**src/rtl/lenet_pkg.sv**
```systemverilog
// Shared definitions for the LeNet layer blocks.
//   - am_state_e : argmax stage FSM states
//   - DATA_WIDTH_DEF / ADDR_WIDTH_DEF : default DRAM word and address widths
//   - class_idx_w() : width of a class index for a given class count
package lenet_pkg;

  localparam int unsigned DATA_WIDTH_DEF = 32;
  localparam int unsigned ADDR_WIDTH_DEF = 18;

  typedef enum logic [2:0] {
    AM_IDLE,
    AM_RD_REQ,
    AM_RD_WAIT,
    AM_WR_IDX,
    AM_WR_VAL,
    AM_DONE
  } am_state_e;

  // $clog2(N_CLASS), kept at least 1 bit wide.
  function automatic int unsigned class_idx_w(input int unsigned n);
    return (n > 1) ? $clog2(n) : 1;
  endfunction

endpackage

```
**src/rtl/lenet_argmax_trk.sv**
```systemverilog
// Running-maximum tracker for the argmax stage.
// Ports:
//   clk, srstn  clock, asynchronous active-low reset
//   clear       restart tracking (next loaded word is taken unconditionally)
//   load        a score word is present on data_in for class index idx
//   data_in     signed score
//   idx         class index of data_in
//   best_val    current maximum score
//   best_idx    class index of best_val (lowest index on ties)
module lenet_argmax_trk #(
  parameter int unsigned DATA_WIDTH = 32,
  parameter int unsigned IDX_W      = 4
) (
  input  logic                  clk,
  input  logic                  srstn,
  input  logic                  clear,
  input  logic                  load,
  input  logic [DATA_WIDTH-1:0] data_in,
  input  logic [IDX_W-1:0]      idx,
  output logic [DATA_WIDTH-1:0] best_val,
  output logic [IDX_W-1:0]      best_idx
);

  logic first;
  logic take;

  // Strict greater-than: an equal score never displaces the earlier index.
  assign take = load && (first || ($signed(data_in) > $signed(best_val)));

  always_ff @(posedge clk or negedge srstn) begin
    if (!srstn) begin
      best_val <= '0;
      best_idx <= '0;
      first    <= 1'b1;
    end else if (clear) begin
      best_val <= '0;
      best_idx <= '0;
      first    <= 1'b1;
    end else if (take) begin
      best_val <= data_in;
      best_idx <= idx;
      first    <= 1'b0;
    end
  end

endmodule

```
**src/rtl/lenet_argmax.sv**
```systemverilog
// Final LeNet classification stage: reads N_CLASS signed FC scores from DRAM
// (one outstanding read), tracks the maximum and writes the winning class
// index to DST_BASE, then pulses done for one cycle.
// Optional macro ARGMAX_WR_SCORE_EN: additionally writes the winning score to
// DST_BASE+1 after the index (done arrives one cycle later).
// Ports:
//   clk, srstn  clock, asynchronous active-low reset
//   enable      stage enable (level); pauses request/write states when low
//   dram_valid  data_in holds the word for the pending read
//   data_in     DRAM read data
//   data_out    DRAM write data (0 when dram_en_wr is 0)
//   addr_in     DRAM read address (0 when dram_en_rd is 0)
//   addr_out    DRAM write address (0 when dram_en_wr is 0)
//   dram_en_rd  read strobe, one cycle per word
//   dram_en_wr  write strobe, one cycle per word
//   done        one-cycle pulse after the result write
module lenet_argmax
  import lenet_pkg::*;
#(
  parameter int unsigned            DATA_WIDTH = DATA_WIDTH_DEF,
  parameter int unsigned            ADDR_WIDTH = ADDR_WIDTH_DEF,
  parameter int unsigned            N_CLASS    = 10,
  parameter logic [ADDR_WIDTH-1:0]  SRC_BASE   = ADDR_WIDTH'('h0),
  parameter logic [ADDR_WIDTH-1:0]  DST_BASE   = ADDR_WIDTH'('h10)
) (
  input  logic                  clk,
  input  logic                  srstn,
  input  logic                  enable,
  input  logic                  dram_valid,
  input  logic [DATA_WIDTH-1:0] data_in,
  output logic [DATA_WIDTH-1:0] data_out,
  output logic [ADDR_WIDTH-1:0] addr_in,
  output logic [ADDR_WIDTH-1:0] addr_out,
  output logic                  dram_en_rd,
  output logic                  dram_en_wr,
  output logic                  done
);

  localparam int unsigned IDX_W = class_idx_w(N_CLASS);
  localparam logic [IDX_W-1:0] LAST_IDX = IDX_W'(N_CLASS - 1);

  am_state_e             state, state_nx;
  logic [IDX_W-1:0]      idx_cnt, idx_cnt_nx;

  logic                  rd_nx, wr_nx, done_nx;
  logic [ADDR_WIDTH-1:0] addr_in_nx, addr_out_nx;
  logic [DATA_WIDTH-1:0] data_out_nx;

  logic                  trk_clear, trk_load;
  logic [DATA_WIDTH-1:0] best_val;
  logic [IDX_W-1:0]      best_idx;

  lenet_argmax_trk #(
    .DATA_WIDTH (DATA_WIDTH),
    .IDX_W      (IDX_W)
  ) u_trk (
    .clk      (clk),
    .srstn    (srstn),
    .clear    (trk_clear),
    .load     (trk_load),
    .data_in  (data_in),
    .idx      (idx_cnt),
    .best_val (best_val),
    .best_idx (best_idx)
  );

`ifndef ARGMAX_WR_SCORE_EN
  logic unused_best_val;
  assign unused_best_val = ^best_val;
`endif

  always_ff @(posedge clk or negedge srstn) begin
    if (!srstn) begin
      state   <= AM_IDLE;
      idx_cnt <= '0;
    end else begin
      state   <= state_nx;
      idx_cnt <= idx_cnt_nx;
    end
  end

  // Next-state and next-value of the registered DRAM port signals; every
  // address/data value is forced to 0 unless its strobe is set this cycle.
  always_comb begin
    state_nx    = state;
    idx_cnt_nx  = idx_cnt;
    rd_nx       = 1'b0;
    wr_nx       = 1'b0;
    done_nx     = 1'b0;
    addr_in_nx  = '0;
    addr_out_nx = '0;
    data_out_nx = '0;
    trk_clear   = 1'b0;
    trk_load    = 1'b0;

    case (state)
      AM_IDLE: begin
        if (enable) begin
          idx_cnt_nx = '0;
          trk_clear  = 1'b1;
          state_nx   = AM_RD_REQ;
        end
      end
      AM_RD_REQ: begin
        if (enable) begin
          rd_nx      = 1'b1;
          addr_in_nx = SRC_BASE + ADDR_WIDTH'(idx_cnt);
          state_nx   = AM_RD_WAIT;
        end
      end
      AM_RD_WAIT: begin
        // The pending read completes regardless of enable.
        if (dram_valid) begin
          trk_load = 1'b1;
          if (idx_cnt == LAST_IDX) begin
            state_nx = AM_WR_IDX;
          end else begin
            idx_cnt_nx = idx_cnt + 1'b1;
            state_nx   = AM_RD_REQ;
          end
        end
      end
      AM_WR_IDX: begin
        if (enable) begin
          wr_nx       = 1'b1;
          addr_out_nx = DST_BASE;
          data_out_nx = DATA_WIDTH'(best_idx);
`ifdef ARGMAX_WR_SCORE_EN
          state_nx    = AM_WR_VAL;
`else
          state_nx    = AM_DONE;
`endif
        end
      end
      AM_WR_VAL: begin
`ifdef ARGMAX_WR_SCORE_EN
        if (enable) begin
          wr_nx       = 1'b1;
          addr_out_nx = DST_BASE + ADDR_WIDTH'(1);
          data_out_nx = best_val;
          state_nx    = AM_DONE;
        end
`else
        state_nx = AM_IDLE;
`endif
      end
      AM_DONE: begin
        done_nx  = 1'b1;
        state_nx = AM_IDLE;
      end
      default: state_nx = AM_IDLE;
    endcase
  end

  always_ff @(posedge clk or negedge srstn) begin
    if (!srstn) begin
      dram_en_rd <= 1'b0;
      dram_en_wr <= 1'b0;
      done       <= 1'b0;
      addr_in    <= '0;
      addr_out   <= '0;
      data_out   <= '0;
    end else begin
      dram_en_rd <= rd_nx;
      dram_en_wr <= wr_nx;
      done       <= done_nx;
      addr_in    <= addr_in_nx;
      addr_out   <= addr_out_nx;
      data_out   <= data_out_nx;
    end
  end

endmodule
```
**config.mk**
```make
export PLATFORM = sky130hd
export DESIGN_NAME = lenet_argmax
export DESIGN_NICKNAME = d
export VERILOG_FILES = /design/src/rtl/lenet_pkg.sv /design/src/rtl/lenet_argmax_trk.sv /design/src/rtl/lenet_argmax.sv
export SDC_FILE = /design/constraint.sdc
export NUM_CORES = 1
export LEC_CHECK = 0
export ABC_AREA = 1
export CORE_UTILIZATION = 45
export DETAILED_ROUTE_END_ITERATION = 12
export PLACE_DENSITY = 0.78
export SETUP_SLACK_MARGIN = 0.1
export SLEW_MARGIN = 30
export SYNTH_ARGS = -nofsm -noshare
export SYNTH_HDL_FRONTEND = slang
export SYNTH_HIERARCHICAL = 1
export SYNTH_SLANG_ARGS = --single-unit
```
**constraint.sdc**
```tcl
create_clock -name clk -period 1.95 [get_ports clk]
set_input_delay 0.2925 -clock clk [delete_from_list [all_inputs] [get_ports clk]]
set_output_delay 0.2925 -clock clk [all_outputs]
set_load 0.01 [all_outputs]
```
==> run metrics <==
status complete, but fails checks; failing checks negative setup slack; worst IR drop on VDD 485 uV; Placer Congestion 0.825; Hold WC Path Type in2reg; Critical Path AT 2530 ps; sequential power share 31.1%; FFs w/ async S/R, synth 100%; max-slew violations 0; Critical Path End Type flip-flop; TritonCTS clock tree done; Mapped Area 0.00397 mm2; root buf cell clkbuf_8; CP cell instances inv_2, ha_4, nand2_4, nor2_4, nand4_1, nor3b_4, buf_4, nand3b_1, nand3_4, nand2_8, clkbuf_16, nand4_1, nand2_1; Layout area overhead 23.5%; n_diodes 0; Reg clk slew, reported paths 120 ps; drt total wl around 8600 um; fraction of layout cells with a size suffix above 1 a little under a quarter; combinational power share between 50% and 60%; CP max stage delay around 400 ps; DR DRC count 0; Post-Route Utilization 58.6%; unrepaired setup endpoints after global routing yes; final hold slack about 320 ps; Levels on crit path 13; Worst-Skew Late Latency around 330 ps; initial antenna violation count 0; Crit Path Max Fanout 6; Required @ worst endpoint about 2200 ps; syn avg cell area roughly 8.6 um2; Fin Clk Skew ~16 ps; CTS Buffer Depth 2; via count 3167; fill count around 690; sequential cell area about 0.0014 mm2; synth warn 6; minimum clock period between 2000 and 2500 ps; final period utilization 119%; htree depth 2; Post-Synthesis Cells 460; Final HPWL DP approximately 5600 um; Yosys cell types 30; fin nets between 600 and 700; final hold vios 0; Worst R2R Start u_trk/best_val[22]; crit path buf inv count 3; FP Rows 33; Clock Sinks 55; WL per Instance 13.3 um; TNS Setup -11360 ps; RR Endpoint u_trk/best_val[1]; vias in the first global route 2945; CP startpoint u_trk/best_val[22]; Crit-path slowest cell dfrtp_1; Lkg Pwr 2.45 nW; largest net degree at the start of global routing 74; gr ovfl total 0; area of the die approximately 0.0092 mm2; port bufs 47; crit path capture u_trk/best_val[1]; Starting Density 47.4%; Vert. Die Dim 96.0 um; kind of critical path reg2reg; die width 96.0 um; dpl cell area between 0.004 and 0.005 mm2; DR iter-0 viols approximately 180; Clk network pwr share 12.2%; worst setup margin -376 ps; design area between 0.004 and 0.005 mm2; Synth Register Bits 55; global-route wire length before repair roughly 13000 um; Worst Setup Start Kind flip-flop; R2R depth 13; crit-path leading delay family simple AND/OR/NAND/NOR gates; Post-synth top flop dfrtp_1; EDFF count, synth 0; Pre-antenna DRT Iters 5; P per Cell Area ~1200 mW/mm2; Most common cell on crit path nand4_1; Sw Pwr ~2.5 mW; core area ~0.0084 mm2; Vias/cell about 5; FF-to-FF setup slack -380 ps; antenna-violating nets left 0; CTS Buf Count 5; sw frac a little over two fifths; gr usage total roughly 18%; Final setup violation count 36; Max-Cap Viols 0; IO Count between 100 and 150; Multi-input gate area 0.00223 mm2; fmax roughly 0.43 GHz; post-synthesis sequential area ratio between 30% and 40%; hold depth 3; Internal around 3.2 mW
## synthesized netlist by cell type (2+ instances only)
cell type,n,share of area (%)
inv_1,53,5.0
o21a_1,2,0.38
buf_12,3,1.5
ha_1,34,11
nor2_1,21,2.0
nor2_4,2,0.57
dfrtp_1,54,34
inv_2,4,0.38
nand3_2,33,8.3
nand4_1,41,6.5
buf_4,66,12
nor2_2,3,0.47
nand2_4,2,0.57
clkbuf_1,3,0.28
o21bai_1,4,0.76
a21oi_1,15,1.9
buf_2,5,0.63
o21ai_0,3,0.38
nand2_2,9,1.4
nand2_1,78,7.4
nand3_1,16,2.0
## power by group through the flow
stage,sequential [mW],clock [mW],combinational [mW]
finish,1.79,0.704,3.27
global route,1.84,0.779,3.64
CTS,1.78,0.724,2.84
detailed placement,1.81,0,2.58
global placement,1.79,0,2.47
floorplan,1.77,0,1.95
## state kept, by name, summed over array words and instances, names as in the netlist
name and flops:
u_trk/best_val 32, addr_in 4, data_out 4, idx_cnt 4, u_trk/best_idx 4, state 3, addr_out 1, done 1
dram_en_rd 1, u_trk/first 1
## tightest hold or removal path: stages
cell and delay [ps]:
dlymetal6s2s_1 160, nand4_1 100, nand2_1 50
## cell type report
| type | instances | area share, % |
|---|---|---|
| Tap cell | 105 | 2.68 |
| Timing Repair Buffer | 89 | 17.5 |
| Inverter | 57 | 4.36 |
| Sequential cell | 55 | 28.1 |
| Clock buffer | 5 | 1.40 |
| Clock inverter | 3 | 0.586 |
| Multi-Input combinational cell | 333 | 45.4 |
## logic make-up after synthesis
| family | Yosys count | share of synthesized area (%) |
|---|---|---|
| buffers and inverters | 134 | 20.3 |
| XOR/XNOR | 1 | 0.220 |
| flip-flops | 55 | 34.7 |
| other | 1 | 0.0944 |
| adder cells (fa/ha/maj) | 34 | 10.7 |
| AND/OR/NAND/NOR | 210 | 30.4 |
| AO/OA/AOI/OAI | 25 | 3.59 |
## per-stage QoR
stage                     cells  power (mW)  worst slack, ps
after floorplan             518        3.72             17.9
after global placement      619        4.25             -615
after detailed placement    619        4.40             -707
after CTS                   635        5.35             -196
after global routing        647        6.26             -435
final                       647        5.76             -376
## layout by cell type, fill, tap and decap left out, types with 5 or more instances in the layout
cell	instances
a21oi_1	11
buf_4	33
clkbuf_8	5
clkdlybuf4s50_1	35
conb_1	59
dfrtp_1	54
dlygate4sd2_1	10
ha_1	28
ha_4	6
inv_1	51
inv_2	6
nand2_1	75
nand2_2	11
nand2_8	5
nand3_1	15
nand3_2	33
nand4_1	41
nor2_1	18
## how the worst min path moves through the flow
stage	slack (ps)	from	endpoint
floorplan	-3	srstn	addr_in[0]
global placement	250	srstn	data_out[1]
detailed placement	250	srstn	data_out[1]
CTS	400	data_in[21]	u_trk/best_val[21]
global route	330	data_in[22]	u_trk/best_val[22]
finish	320	data_in[22]	u_trk/best_val[22]
## metal layers
layer  GRT usage [%]  wire length (um)
met1            24.4              3780
met2            31.2              4220
met3            2.37               454
met4            6.47               160
met5               0                 0
## repair_timing
item	in CTS	in global routing
gates cloned	3	4
endpoints found under the hold margin	14	0
hold buffers	1	0
endpoints found under the setup margin	36	37
pin swaps	6	25
gates resized for setup	24	17
setup buffers	4	8
(Power assumes the default switching activity.)
